### src/rtl/spi_frame_rx.sv
// spi_frame_rx
//   SPI slave frame receiver. Samples i_mosi on i_sclk rising edges while
//   i_csb is low, assembles a 24-bit frame (16 payload bits + CRC-8), checks
//   the CRC and publishes the payload fields. In daisy-chain mode (MODE=1)
//   the received bits are forwarded on o_miso, 24 SCLK cycles late.
//
// Parameters
//   MODE        0 = single slave (o_miso tied low), 1 = daisy-chain
//   FRAME_BITS  bits per frame (only 24 is supported)
//
// Ports
//   i_clk      system clock, rising edge
//   i_rst      synchronous active-high reset
//   i_sclk     SPI clock (asynchronous), sampled on its rising edge
//   i_csb      SPI chip select (asynchronous), active low
//   i_mosi     SPI data in (asynchronous), MSB first
//   o_miso     SPI data out (daisy-chain forwarding)
//   o_vld      one-cycle pulse: good frame, data outputs updated
//   o_rw       payload bit 15
//   o_addr     payload bits 14:8
//   o_wdata    payload bits 7:0
//   o_crc_err  one-cycle pulse: CRC mismatch
//   o_len_err  one-cycle pulse: CSB released mid-frame
//   o_frm_cnt  good-frame counter, wraps at 256
module spi_frame_rx #(
  parameter int MODE       = 0,
  parameter int FRAME_BITS = 24
) (
  input  logic       i_clk,
  input  logic       i_rst,
  input  logic       i_sclk,
  input  logic       i_csb,
  input  logic       i_mosi,
  output logic       o_miso,
  output logic       o_vld,
  output logic       o_rw,
  output logic [6:0] o_addr,
  output logic [7:0] o_wdata,
  output logic       o_crc_err,
  output logic       o_len_err,
  output logic [7:0] o_frm_cnt
);

  localparam logic [4:0] FULL_CNT = 5'(FRAME_BITS);
  localparam logic [4:0] LAST_CNT = 5'(FRAME_BITS - 1);
  localparam logic [4:0] PAY_CNT  = 5'(FRAME_BITS - 8);

  typedef enum logic [1:0] {IDLE, RX, CHECK} state_t;

  state_t                  state, state_nxt;
  logic                    sclk_p0, sclk_p1, sclk_p2;
  logic                    csb_p0, csb_p1, csb_p2;
  logic                    mosi_p0, mosi_p1;
  logic                    sclk_rise, sclk_fall, csb_rise, last_edge;
  logic [FRAME_BITS-1:0]   shift;
  logic [4:0]              bit_cnt;
  logic [7:0]              crc;
  logic                    crc_ok;
  logic                    miso_q;
  logic                    take_bit, clr_frame, do_check, len_abort;

  // One MSB-first step of CRC-8, polynomial x^8+x^2+x+1.
  function automatic logic [7:0] crc8_step(input logic [7:0] c, input logic b);
    return {c[6:0], 1'b0} ^ ({8{c[7] ^ b}} & 8'h07);
  endfunction

  // Stage p0/p1: two-flop synchronizers; p2: edge-detect history.
  // CSB flops idle high so reset release never looks like a CSB edge.
  always_ff @(posedge i_clk) begin
    if (i_rst) begin
      sclk_p0 <= 1'b0;
      sclk_p1 <= 1'b0;
      sclk_p2 <= 1'b0;
      csb_p0  <= 1'b1;
      csb_p1  <= 1'b1;
      csb_p2  <= 1'b1;
      mosi_p0 <= 1'b0;
      mosi_p1 <= 1'b0;
    end else begin
      sclk_p0 <= i_sclk;
      sclk_p1 <= sclk_p0;
      sclk_p2 <= sclk_p1;
      csb_p0  <= i_csb;
      csb_p1  <= csb_p0;
      csb_p2  <= csb_p1;
      mosi_p0 <= i_mosi;
      mosi_p1 <= mosi_p0;
    end
  end

  assign sclk_rise = sclk_p1 & ~sclk_p2;
  assign sclk_fall = ~sclk_p1 & sclk_p2;
  assign csb_rise  = csb_p1 & ~csb_p2;
  // The edge that completes a frame wins over a simultaneous CSB release.
  assign last_edge = sclk_rise && (bit_cnt == LAST_CNT);
  assign crc_ok    = (shift[7:0] == crc);

  always_ff @(posedge i_clk) begin
    if (i_rst) state <= IDLE;
    else       state <= state_nxt;
  end

  always_comb begin
    state_nxt = state;
    take_bit  = 1'b0;
    clr_frame = 1'b0;
    do_check  = 1'b0;
    len_abort = 1'b0;
    case (state)
      IDLE: begin
        clr_frame = 1'b1;
        if (!csb_p1) state_nxt = RX;
      end
      RX: begin
        if (bit_cnt == FULL_CNT) begin
          state_nxt = CHECK;
        end else if (csb_rise && !last_edge) begin
          state_nxt = IDLE;
          len_abort = (bit_cnt != 5'd0);
        end else if (sclk_rise) begin
          take_bit = 1'b1;
        end
      end
      CHECK: begin
        do_check  = 1'b1;
        clr_frame = 1'b1;
        state_nxt = csb_p1 ? IDLE : RX;
      end
      default: state_nxt = IDLE;
    endcase
  end

  // Frame assembly: shift register, bit counter and running CRC.
  // The shift register is not cleared between frames so daisy-chain
  // forwarding carries the previous frame out while the next shifts in.
  always_ff @(posedge i_clk) begin
    if (i_rst) begin
      shift   <= '0;
      bit_cnt <= 5'd0;
      crc     <= 8'h00;
    end else if (clr_frame) begin
      bit_cnt <= 5'd0;
      crc     <= 8'h00;
    end else if (take_bit) begin
      shift   <= {shift[FRAME_BITS-2:0], mosi_p1};
      bit_cnt <= bit_cnt + 5'd1;
      if (bit_cnt < PAY_CNT) crc <= crc8_step(crc, mosi_p1);
    end
  end

  // Result stage: status pulses, payload fields, counter and MISO.
  always_ff @(posedge i_clk) begin
    if (i_rst) begin
      o_vld     <= 1'b0;
      o_crc_err <= 1'b0;
      o_len_err <= 1'b0;
      o_rw      <= 1'b0;
      o_addr    <= 7'd0;
      o_wdata   <= 8'd0;
      o_frm_cnt <= 8'd0;
      miso_q    <= 1'b0;
    end else begin
      o_vld     <= do_check && crc_ok;
      o_crc_err <= do_check && !crc_ok;
      o_len_err <= len_abort;
      if (do_check && crc_ok) begin
        {o_rw, o_addr, o_wdata} <= shift[FRAME_BITS-1:8];
        o_frm_cnt               <= o_frm_cnt + 8'd1;
      end
      if (csb_p1)         miso_q <= 1'b0;
      else if (sclk_fall) miso_q <= shift[FRAME_BITS-1];
    end
  end

  assign o_miso = (MODE == 1) ? miso_q : 1'b0;

endmodule
### config.mk
export PLATFORM = sky130hd
export DESIGN_NAME = spi_frame_rx
export DESIGN_NICKNAME = d
export VERILOG_FILES = /design/src/rtl/spi_frame_rx.sv
export SDC_FILE = /design/constraint.sdc
export NUM_CORES = 1
export LEC_CHECK = 0
export CELL_PAD_IN_SITES_DETAIL_PLACEMENT = 0
export CELL_PAD_IN_SITES_GLOBAL_PLACEMENT = 1
export CORE_MARGIN = 3
export CORE_UTILIZATION = 44
export DETAILED_ROUTE_END_ITERATION = 12
export GPL_TIMING_DRIVEN = 0
export PLACE_DENSITY = 0.88
export SLEW_MARGIN = 20
export SYNTH_ARGS = -nofsm -noshare
export SYNTH_HDL_FRONTEND = slang
export SYNTH_SLANG_ARGS = --single-unit
### constraint.sdc
create_clock -name i_clk -period 2.3 [get_ports i_clk]
set_clock_uncertainty 0.2 [all_clocks]
set_input_delay 0.46 -clock i_clk [delete_from_list [all_inputs] [get_ports i_clk]]
set_output_delay 0.46 -clock i_clk [all_outputs]
set_load 0.03 [all_outputs]
== Word level (Yosys, flattened, before mapping) ==
Cells that the tools add are included.

* Flip-flop bits (word level): 74
* Bits in latches: 0
* RAM bits: 0
* Memory bits (read-only): 0
* Logic and storage cells: 63
* Memories: 0

* Add/subtract/negate cells: 2
* Multiply operators: 0
* Div/mod/pow operators: 0
* Magnitude comparators: 1
* Equal/unequal tests: 7
* Shifts and indexed selects: 0
* Muxes and demuxes: 11
* Bitwise operators: 9
* Reduce and logical (&&, ||, !) cells: 14

{| class="wikitable"
|+ Operators with widths
! cell !! count
|-
| $eq 5x5->1 const B || 2
|-
| $add 8x1->8 const B || 1
|-
| $eq 8x8->1 || 1
|-
| $xor 8x3->8 || 1
|-
| $mux 1 || 7
|-
| $mux 2 || 3
|-
| $pmux 2 s3 || 1
|-
| $reduce_and 2->1 || 3
|-
| $add 5x1->5 const B || 1
|-
| $lt 5x5->1 const B || 1
|-
| $not 1->1 || 5
|-
| $reduce_bool 5->1 || 1
|-
| $logic_and 1x1->1 || 4
|-
| $reduce_or 2->1 || 2
|-
| $reduce_or 4->1 || 1
|-
| $ne 3x3->1 const B || 1
|-
| $and 1x1->1 || 2
|-
| $eq 2x1->1 const B || 1
|-
| $eq 2x2->1 const B || 1
|-
| $logic_not 1->1 || 2
|-
| $logic_not 2->1 || 1
|-
| $ne 2x2->1 const B || 1
|-
| $xor 1x1->1 || 1
|}

== Depth between registers and ports, before layout ==
* Depth after elaboration: 9
* Gate-level depth with buffers: 7
* Gate-level depth less buffers: 6

== Worst setup path before layout ==
No wires, ideal clock.

* Kind: register to register
* Start point: reg bit_cnt[0]
* End point: reg shift[10]
* Data arrival time: 1,683 ps
* Data required time: 2,028 ps
* Path slack: 346 ps
* Stages on the path, launching flop included: 8
* Buffers on the path: 1
* Clock period less this slack: 1,954 ps
* Cells stage by stage: dfxtp_1 -> inv_1 -> ha_1 -> nand4b_1 -> or3b_4 -> nor2_4 -> buf_6 -> mux2i_1

* Cells in the longest elaborated chain, start to end: 8

{| class="wikitable"
|+ RTL lines
! element !! RTL line !! source
|-
| start: declaration || 56 || <nowiki>logic [4:0] bit_cnt;</nowiki>
|-
| start signal: assignment || 146 || <nowiki>bit_cnt <= bit_cnt + 5'd1;</nowiki>
|-
| $eq 5x5->1 || 95 || <nowiki>assign last_edge = sclk_rise && (bit_cnt == LAST_CNT);</nowiki>
|-
| $logic_and 1x1->1 || 95 ||
|-
| $logic_not 1->1 || 117 || <nowiki>end else if (csb_rise && !last_edge) begin</nowiki>
|-
| $logic_and 1x1->1 || 117 ||
|-
| $mux 1 || 117 ||
|-
| $mux 1 (*) || 115 || <nowiki>if (bit_cnt == FULL_CNT) begin</nowiki>
|-
| $mux 1 (*) || 109 || <nowiki>case (state)</nowiki>
|-
| $reduce_and 2->1 (no line) (*) || n/a ||
|-
| end signal: assignment || 145 || <nowiki>shift <= {shift[FRAME_BITS-2:0], mosi_p1};</nowiki>
|-
| end: declaration || 55 || <nowiki>logic [FRAME_BITS-1:0] shift;</nowiki>
|}

Mark *: on every way between the ends. The rest lies on a longest branch, timed or not.
A chain may end at the register's enable or synchronous reset.

== Worst setup path in the final report ==
* Start point: reg crc[4]
* End point: reg o_addr[0]

* Cells in the longest elaborated chain, start to end: 2

{| class="wikitable"
|+ RTL lines
! element !! RTL line !! source
|-
| start: declaration || 57 || <nowiki>logic [7:0] crc;</nowiki>
|-
| start signal: assignment || 147 || <nowiki>if (bit_cnt < PAY_CNT) crc <= crc8_step(crc, mosi_p1);</nowiki>
|-
| $eq 8x8->1 || 96 || <nowiki>assign crc_ok = (shift[7:0] == crc);</nowiki>
|-
| $logic_and 1x1->1 || 166 || <nowiki>if (do_check && crc_ok) begin</nowiki>
|-
| end signal: assignment || 167 || <nowiki>{o_rw, o_addr, o_wdata} <= shift[FRAME_BITS-1:8];</nowiki>
|-
| end: declaration || 37 || <nowiki>output logic [6:0] o_addr,</nowiki>
|}

Every way passes these cells.

==> impl_metrics.tcl <==
set metrics [dict create \
    outcome "finished clean" \
    syn2layout_area_growth_pct 22.2 \
    rr_endpoint "o_addr[0]" \
    synth_ff_type "dfxtp_1" \
    synthCells 307 \
    slowest_stage "or3_1" \
    cp_data_arrival_time_ns 2.22 \
    synth.ff_latch_count 74 \
    dpl.hpwl_mm 4.19 \
    initial_core_util_pct 47.0 \
    die_h_um 90.0 \
    crit_path_end "o_addr[0]" \
    maxCapViolCount 0 \
    routedWlPerCell_um 13.6 \
    routabilityCongestion 0.791 \
    die_w_um 90.0 \
    critPathMaxFanout 10 \
    worst-path-buf-inv 2 \
    antenna_found_initial 0 \
    tritoncts "yes" \
    worstSetupEndpointType "register" \
    final-hold-violation-count 0 \
    synth_top_cell_area_share_pct 47.7 \
    final_cells 450 \
    setup_viol 0 \
    track_usage_pct 16.1 \
    grt_pass1_vias 2138 \
    drt_first_pass_iters 4 \
    diodes 0 \
    cp-start-kind "register" \
    synth_common_cells "dfxtp_1, mux2i_1, nand2b_1" \
    vdd_drop_max_mv 0.375 \
    worstPathRequired_ns 2.37 \
    clk_pin_slew_ns 0.08 \
    cts.htree.levels 3 \
    clk_latency_ns 0.35 \
    rr_worst_depth 6 \
    min_period_ns 2.15 \
    hold_class "register to register" \
    crit_chain "xnor2_1, nand4b_4, or3_1, buf_6, buf_12, mux2i_1" \
    fin_nets 360 \
    syn-cell-area_um2 3110 \
    finalPower_w 0.00249 \
    placed_area_um2 3530 \
    crit_cells 6 \
    vias_per_cell 5.03 \
    layout-drive-gt1-share_pct 11.8 \
    vias 2264 \
    ys_top_cells_by_area "dfxtp_1, mux2i_1, nand2b_1" \
    wirelength_mm 6.10 \
    yosysSeqAreaShare_pct 47.7 \
    async_flop_share_pct 0 \
    ff2ff_setup_slack_ns 0.15 \
    grt_pass1_wl_mm 10.6 \
    hold_buffers 0 \
    synth-edff-count 0 \
    core_region_area_um2 6600 \
    synth_top_cell_by_area "dfxtp_1" \
    root_buffer "clkbuf_8" \
    io_pins 33 \
    post_synth.cell_area_avg_um2 10.1 \
    synth.distinct_cells 40 \
    cts_max_path_buffers 2 \
    grt_max_degree 15 \
    num_rows 29 \
    rsz0062_at_grt "no" \
    path_class "register to register" \
    fin_setup_tns_ns 0 \
    yosysWarnings 0 \
    crit_start "crc[4]" \
    cpPeakStageDelay_ns 0.42 \
    cellLeakagePower_nw 1.32 \
    drtAntennaViolNets 0 \
    r2r-start "crc[4]" \
    power_density_nw_per_um2 656 \
    max_freq_ghz 0.465 \
    portBuffers 31 \
    cp_top_family "simple AND/OR/NAND/NOR gates" \
    remaining_drc_errors 0 \
    drtIter0Drc 117 \
    holdWs_ns 0.228 \
    cts_sinks 74 \
    finalCritPeriodShare_pct 93.5 \
    slew_violations 0 \
    grt_overflow_total 0 \
    synth_most_common_cell "dfxtp_1" \
    synth_fp_nets 315 \
    dpl.cell_count 431 \
    die-area_um2 8110 \
    numCtsBuffers 9 \
    final_cell_area_um2 3800 \
]
[placed cells by master (no fill, tap or decap), types with 2 or more instances in the layout]
cell type,synthesis,final
clkbuf_1,12,10
or4_1,3,3
buf_6,2,2
a21oi_1,14,14
clkbuf_8,0,9
or2_2,3,3
clkdlybuf4s50_1,0,31
xnor2_1,11,11
nor2b_1,14,14
nor2_1,17,17
ha_1,3,3
mux2_2,7,7
nand3_1,13,13
clkbuf_2,0,2
bufinv_16,0,2
nand2_1,2,2
nand4b_1,2,2
buf_4,1,4
nor4_1,7,7
nor4b_1,3,3
nand2b_1,39,39
mux2i_1,39,39
nor3_1,2,2
and3_1,2,2
inv_1,4,4
dfxtp_1,74,74
o21ai_0,12,12
o31ai_1,3,3
inv_6,0,3
nand4_1,3,3
[final cells by class]
cell class | count | area, um^2
timing repair buffer | 34 | 333
multi-input combinational | 212 | 1530
fill | 604 | 2810
clock inverter | 7 | 98.8
tap | 93 | 116
buffer | 17 | 103
inverter | 4 | 15.0
sequential | 74 | 1480
clock buffer | 9 | 124
[sequential cells by signal, summed over array words and instances, names as in the netlist, 2 cells and up]
register / cells
o_addr: 7
shift: 24
o_frm_cnt: 8
o_wdata: 8
bit_cnt: 5
state: 2
crc: 8
[worst min-delay path by stage]
stage	from	end	slack, ns	cells past startpoint
2_1_floorplan	csb_p0	csb_p1	0.19	1
3_3_place_gp	csb_p0	csb_p1	0.20	1
3_5_place_dp	csb_p0	csb_p1	0.20	1
4_1_cts	csb_p0	csb_p1	0.23	1
5_1_grt	csb_p0	csb_p1	0.26	1
6_report	csb_p0	csb_p1	0.23	1
[repair_timing]
item                                   in CTS  in global routing
endpoints found under the hold margin       0                  0
setup endpoints to repair                   0                 14
setup buffers                               0                  3
resized for setup                           0                  6
[routing by layer]
metal | vias up | GRT usage (%) | wire length, um
met2 | 33 | 24.2 | 2830
met1 | 1069 | 21.6 | 2980
li1 | 1156 | - | -
met4 | 0 | 4.59 | 70
met5 | - | 0 | 0
met3 | 6 | 5.93 | 222
[cell families after synthesis]
family	synth area share [%]
other	0.121
adder cells (fa/ha/maj)	1.21
AO/OA/AOI/OAI	5.68
multiplexers	15.1
flip-flops	47.7
XOR/XNOR	3.10
buffers and inverters	3.70
AND/OR/NAND/NOR	23.4
[where the power goes]
group          switching (W)  internal (W)  leakage (nW)  total [W]
sequential        0.00000453       0.00129         0.597    0.00129
clock               0.000507      0.000620         0.111    0.00113
combinational      0.0000399     0.0000315         0.613  0.0000714
total               0.000552       0.00194          1.32    0.00249
[stage by stage]
stage	setup slack (ns)	utilization [%]
global placement	-0.0299	53.5
CTS	0.0665	56.9
detailed placement	-0.0515	53.5
finish	0.149	57.5
floorplan	0.346	-
global route	0.0365	57.5
(Power assumes the default switching activity.)
